**src/rtl/stream_sq_pkg.sv**
```systemverilog
// Shared types and constants for the streaming square stage.
package stream_sq_pkg;

    typedef enum logic {
        IDLE = 1'b0,
        RUN  = 1'b1
    } state_t;

    localparam int MODE_EACH = 0;
    localparam int MODE_SUM  = 1;

endpackage

```
**src/rtl/ap_chain_ctl.sv**
```systemverilog
// Block-level ap_ctrl_chain handshake: start gating and propagation, done latching.
// Reusable by any dataflow process that reports its own idle state and final handshake.
module ap_chain_ctl (
    input  logic ap_clk,
    input  logic ap_rst_n,
    input  logic ap_start,
    input  logic start_full_n,
    input  logic ap_continue,
    input  logic proc_idle,
    input  logic last_hs,
    output logic real_start,
    output logic start_write,
    output logic start_accept,
    output logic ap_done,
    output logic ap_ready,
    output logic ap_idle
);

    logic start_once_reg;
    logic ap_done_reg;

    // A start is only real once the downstream start FIFO can take our token.
    assign real_start  = (!start_once_reg && !start_full_n) ? 1'b0 : ap_start;
    assign start_write = !start_once_reg && real_start;
    assign ap_ready    = last_hs;
    assign ap_done     = last_hs || ap_done_reg;
    assign ap_idle     = proc_idle && !real_start;
    // An unacknowledged done blocks a new start, unless the acknowledge lands this cycle.
    assign start_accept = proc_idle && real_start && (!ap_done_reg || ap_continue);

    // Track the pushed start token and the sticky done until acknowledged.
    always_ff @(posedge ap_clk or negedge ap_rst_n) begin
        if (!ap_rst_n) begin
            start_once_reg <= 1'b0;
            ap_done_reg    <= 1'b0;
        end else begin
            if (ap_ready) begin
                start_once_reg <= 1'b0;
            end else if (real_start) begin
                start_once_reg <= 1'b1;
            end
            if (ap_continue) begin
                ap_done_reg <= 1'b0;
            end else if (last_hs) begin
                ap_done_reg <= 1'b1;
            end
        end
    end

endmodule

```
**src/rtl/stream_sq_pipe.sv**
```systemverilog
// Pipelined FIFO-to-FIFO squaring stage: reads N_ITER signed words, writes each
// square (MODE_EACH) or one wrapped sum of squares (MODE_SUM).
//
// state | meaning
// IDLE  | waiting for an accepted start; counters and accumulator cleared on exit
// RUN   | streaming reads through the two-stage pipe until the final output write
module stream_sq_pipe
    import stream_sq_pkg::*;
#(
    parameter int DATA_W = 32,
    parameter int N_ITER = 5,
    parameter int MODE   = MODE_EACH,
    parameter int CNT_W  = $clog2(N_ITER + 1)
) (
    input  logic              ap_clk,
    input  logic              ap_rst_n,
    input  logic              ap_start,
    input  logic              start_full_n,
    output logic              ap_done,
    input  logic              ap_continue,
    output logic              ap_idle,
    output logic              ap_ready,
    output logic              start_out,
    output logic              start_write,
    input  logic [DATA_W-1:0] in_dout,
    input  logic              in_empty_n,
    output logic              in_read,
    output logic [DATA_W-1:0] out_din,
    input  logic              out_full_n,
    output logic              out_write
);

    localparam logic [CNT_W-1:0] RD_TOTAL = CNT_W'(N_ITER);
    localparam logic [CNT_W-1:0] WR_LAST  = (MODE == MODE_SUM) ? '0 : CNT_W'(N_ITER - 1);

    state_t            state;
    logic [CNT_W-1:0]  rd_cnt;
    logic [CNT_W-1:0]  wr_cnt;
    logic [DATA_W-1:0] s1_data;
    logic              s1_vld;
    logic [DATA_W-1:0] acc;
    logic [DATA_W-1:0] acc_nxt;
    logic [DATA_W-1:0] out_reg;
    logic              out_vld;
    logic [DATA_W-1:0] sq;
    logic              en;
    logic              last_hs;
    logic              real_start;
    logic              start_accept;

    assign en        = !out_vld || out_full_n;
    assign in_read   = (state == RUN) && en && in_empty_n && (rd_cnt < RD_TOTAL);
    assign out_write = out_vld && out_full_n;
    assign last_hs   = out_write && (wr_cnt == WR_LAST);
    // Low DATA_W bits of a product do not depend on operand signedness.
    assign sq        = s1_data * s1_data;
    assign acc_nxt   = acc + sq;
    assign out_din   = out_reg;
    assign start_out = real_start;

    ap_chain_ctl u_ctl (
        .ap_clk       (ap_clk),
        .ap_rst_n     (ap_rst_n),
        .ap_start     (ap_start),
        .start_full_n (start_full_n),
        .ap_continue  (ap_continue),
        .proc_idle    (state == IDLE),
        .last_hs      (last_hs),
        .real_start   (real_start),
        .start_write  (start_write),
        .start_accept (start_accept),
        .ap_done      (ap_done),
        .ap_ready     (ap_ready),
        .ap_idle      (ap_idle)
    );

    // Invocation FSM with read/write element counters.
    always_ff @(posedge ap_clk or negedge ap_rst_n) begin
        if (!ap_rst_n) begin
            state  <= IDLE;
            rd_cnt <= '0;
            wr_cnt <= '0;
        end else begin
            case (state)
                IDLE: begin
                    if (start_accept) begin
                        state  <= RUN;
                        rd_cnt <= '0;
                        wr_cnt <= '0;
                    end
                end
                RUN: begin
                    if (in_read) begin
                        rd_cnt <= rd_cnt + 1'b1;
                    end
                    if (out_write) begin
                        wr_cnt <= wr_cnt + 1'b1;
                    end
                    if (last_hs) begin
                        state <= IDLE;
                    end
                end
                default: state <= IDLE;
            endcase
        end
    end

    // Two-stage pipe; every stage advances together whenever the output can drain.
    // While s1 holds a valid word, rd_cnt equals that word's 1-based index.
    always_ff @(posedge ap_clk or negedge ap_rst_n) begin
        if (!ap_rst_n) begin
            s1_data <= '0;
            s1_vld  <= 1'b0;
            acc     <= '0;
            out_reg <= '0;
            out_vld <= 1'b0;
        end else begin
            if (start_accept) begin
                acc <= '0;
            end
            if (en) begin
                s1_vld  <= in_read;
                s1_data <= in_dout;
                if (s1_vld) begin
                    if (MODE == MODE_SUM) begin
                        acc     <= acc_nxt;
                        out_vld <= (rd_cnt == RD_TOTAL);
                        if (rd_cnt == RD_TOTAL) begin
                            out_reg <= acc_nxt;
                        end
                    end else begin
                        out_reg <= sq;
                        out_vld <= 1'b1;
                    end
                end else begin
                    out_vld <= 1'b0;
                end
            end
        end
    end

endmodule

```
**config.mk**
```make
export PLATFORM = sky130hd
export DESIGN_NAME = stream_sq_pipe
export DESIGN_NICKNAME = d
export VERILOG_FILES = /design/src/rtl/stream_sq_pkg.sv /design/src/rtl/ap_chain_ctl.sv /design/src/rtl/stream_sq_pipe.sv
export SDC_FILE = /design/constraint.sdc
export NUM_CORES = 1
export LEC_CHECK = 0
export BUFFER_PORTS_ARGS = -buffer_cell sky130_fd_sc_hd__buf_2
export CORE_MARGIN = 5
export CORE_UTILIZATION = 40
export DETAILED_ROUTE_END_ITERATION = 10
export PLACE_DENSITY = 0.54
export SKIP_LAST_GASP = 1
export SYNTH_ARGS = -nofsm -noshare
export SYNTH_HDL_FRONTEND = slang
export SYNTH_SLANG_ARGS = --single-unit
export TNS_END_PERCENT = 1
```
**constraint.sdc**
```tcl
create_clock -name ap_clk -period 8.3 [get_ports ap_clk]
set_clock_uncertainty 0.05 [all_clocks]
set_input_delay 2.49 -clock ap_clk [delete_from_list [all_inputs] [get_ports ap_clk]]
set_output_delay 2.49 -clock ap_clk [all_outputs]
set_load 0.01 [all_outputs]
```
==> results.txt <==
Routing usage on met1 - 26.4%
Fraction of final layout cells with drive strength greater than 1 - 10.5%
Global placement routability congestion - 0.865
NumNets Final - 2244
Clk buf depth - 2
Total count of max-transition violations in the final report - 0
Post-Route Utilization - 44.2%
Distinct cells, synth - 56
Most utilized layer in the global route result - met2
Share of the cycle needed by the critical path after routing - 94.8%
Count of input and output buffers - 75
Depth of the critical timing path with buffers and inverters included - 21
DR DRC count - 0
Vias in the first global route - 11900
Most used standard cell by instance count after synthesis - inv_1
Post-Syn Area per Cell - 9.88 um^2
Initial antenna violation count - 2
Detailed-routing iteration count for the pre-antenna-repair pass - 5
Number of failing setup endpoints in the final timing report - 0
Cell family with the largest share of critical-path delay - adder cells
Count of boundary I/O pins - 78
Iteration-0 DRC count of the detailed router - 471
Slew at the pin closest to its max-slew limit - 934 ps
Shortest clock period the worst path allows after layout - 7870 ps
Post-synthesis register bit count - 73
Area of the core region - 0.0397 mm^2
Leading area contributor after synthesis - fa_1
Clock-pin slew on the worst setup and hold paths - 70 ps
Most used flip-flop cell after synthesis - dfrtp_1
Worst min-delay path class - reg -> reg
Post-synth EDFFs - 0
Max Fanout on Critical Path - 16
Number of warnings issued by yosys - 0
Die Area - 0.0443 mm^2
CP Class - reg -> reg
Wirelength, routed - 38.0 mm
Area fraction of the dominant cell type after synthesis - 45.3%
Standard-cell row count - 73
Timing-limited maximum frequency - 127 MHz
Headroom to the max-slew limit - 37.7%
Sequence of cells on the critical path - nand2_1, fa_1, inv_1, fa_1, inv_1, fa_1, fa_1, inv_1, fa_1, fa_1, fa_1, fa_1, ha_1, a2111oi_4, o21ai_2, a311oi_2, a41oi_1, or4_1, a31oi_1, xnor2_1, o21ai_1
Post-DR wirelength/cell - 17.0 um
Post-detailed-placement half-perimeter wirelength - 32.9 mm
Vias - 10700
First-pass GRT wire length - 64.4 mm
Cell at the slowest stage of the critical path - dfrtp_1
Setup TNS - 0 ps
Count of antenna-violating nets left after detailed routing - 0
Met2 capacity usage during global routing - 29.5%
Fraction of registers with async set/reset - 100%
Post-CTS setup repair buffer count - 0
Final global-route overflow total - 0
Seq/Total Area, Yosys - 11.4%
Biggest area contributors in the synthesized netlist - fa_1 45%, dfrtp_1 11%, ha_1 10%
Netlist area before placement - 0.0161 mm^2
Number of sinks driven by the clock tree - 73
Critical Path Most Common Cell - fa_1
Outcome - complete, no violations
Clock Tree Root - clkbuf_16
Clock latency reported for the late side of the worst-skew pair - 390 ps
Worst reg2reg path depth - 21
Total GRT Usage - 18.5%
Initial standard-cell utilization of the core - 40.5%
Count of buffer and inverter cells on the critical path - 3
Top post-synthesis cells by count - 428 x inv_1, 364 x fa_1, 147 x nand2_1
Hold Path Depth - 2
Met3 Usage GRT - 3.81%
TritonCTS clock tree - built
Largest net degree at the start of global routing - 67
Longest individual stage delay on the worst path - 830 ps
RSZ-0062 raised after global routing - false
Max-cap violations - 0
Sort of element at the start of the critical path - flop
Required time worst endpoint - 8490 ps
Data arrival, critical path - 8070 ps
Avg Vias per Cell - 4.78
Die span in x - 211 um
Net count after synthesis - 2167
Number of resized instances in the post-cts repair step - 0
Number of buffers inserted during clock tree synthesis - 9
Hold-fix buffer count after cts - 0
Kind of capture point of the worst setup path - flop
Synthesized instance count - 1629
Die Ht - 211 um
H-tree level count - 3
Area delta synth->final - 9.22%
Final-report hold violation count - 0
metrics by stage:
| step | worst slack [ps] | cell area (um^2) | cells | hold slack (ps) |
|---|---|---|---|---|
| after global routing | 102 | 17600 | 2236 | 456 |
| final | 428 | 17600 | 2238 | 425 |
| after CTS | 400 | 17600 | 2236 | 429 |
| after floorplan | 1150 | 16100 | 1629 | 408 |
| after global placement | 505 | 17300 | 2220 | 412 |
| after detailed placement | 480 | 17300 | 2220 | 416 |
cell type report:
type | instances | area, um^2
inverters | 428 | 1610
fillers | 3913 | 22200
repair buffers | 121 | 723
diodes | 2 | 5.00
well taps | 525 | 657
flip-flops and latches | 73 | 1830
clock buffers | 9 | 225
multi-input cells | 1073 | 12400
clock inverters | 7 | 82.6
metal layers:
metal / wire length, um / part of all wire (%) / vias to the layer above
li1: - / - / 4978
met1: 17300 / 46 / 5491
met2: 18000 / 48 / 198
met3: 1980 / 5.2 / 37
met4: 575 / 1.5 / 2
met5: 13 / 0.034 / -
worst paths after layout:
check                                        start  slack, ps                       to
hold reg to reg            out_din[23]$_DFFE_PN0P_        420  out_din[23]$_DFFE_PN0P_
setup reg to reg            s1_data[3]$_DFFE_PN0N_        430  out_din[31]$_DFFE_PN0P_
min in group asynchronous                 ap_rst_n       1870  s1_data[21]$_DFFE_PN0N_
hold / removal             out_din[23]$_DFFE_PN0P_        420  out_din[23]$_DFFE_PN0P_
setup / recovery            s1_data[3]$_DFFE_PN0N_        430  out_din[31]$_DFFE_PN0P_
max in group asynchronous                 ap_rst_n       5160  out_din[23]$_DFFE_PN0P_
placed cells by master (no fill, tap or decap), types with 8 or more instances in the layout:
cell and count:
a211oi_1 8, a21o_1 9, a21oi_1 18, and2_1 135
buf_2 74, buf_4 47, clkbuf_16 9, dfrtp_1 73
fa_1 364, ha_1 135, inv_1 428, mux2_2 32
nand2_1 146, nor2_1 34, nor3_1 11, o21ai_0 46
xnor2_1 32, xor2_1 22
kinds of logic after synthesis:
family	count (synthesis)	synth area share, %
AND/OR/NAND/NOR	357	11.0
adder cells (fa/ha/maj)	499	55.8
XOR/XNOR	54	2.94
buffers and inverters	483	11.3
flip-flops	73	11.4
other	1	0.0233
AO/OA/AOI/OAI	128	5.19
multiplexers	34	2.36
worst reg2reg max path, stage by stage (launching register included):
cell       delay (ps)
dfrtp_1           830
nand2_1           180
fa_1              560
inv_1              80
fa_1              510
inv_1              60
fa_1              500
fa_1              560
inv_1              60
fa_1              490
fa_1              530
fa_1              550
fa_1              430
ha_1              240
a2111oi_4         360
o21ai_2           130
a311oi_2          300
a41oi_1           310
or4_1             500
a31oi_1           290
xnor2_1           150
o21ai_1            70
Power is not shown: default switching activity piles up to over one toggle a cycle in this logic, so the estimate is an artifact.
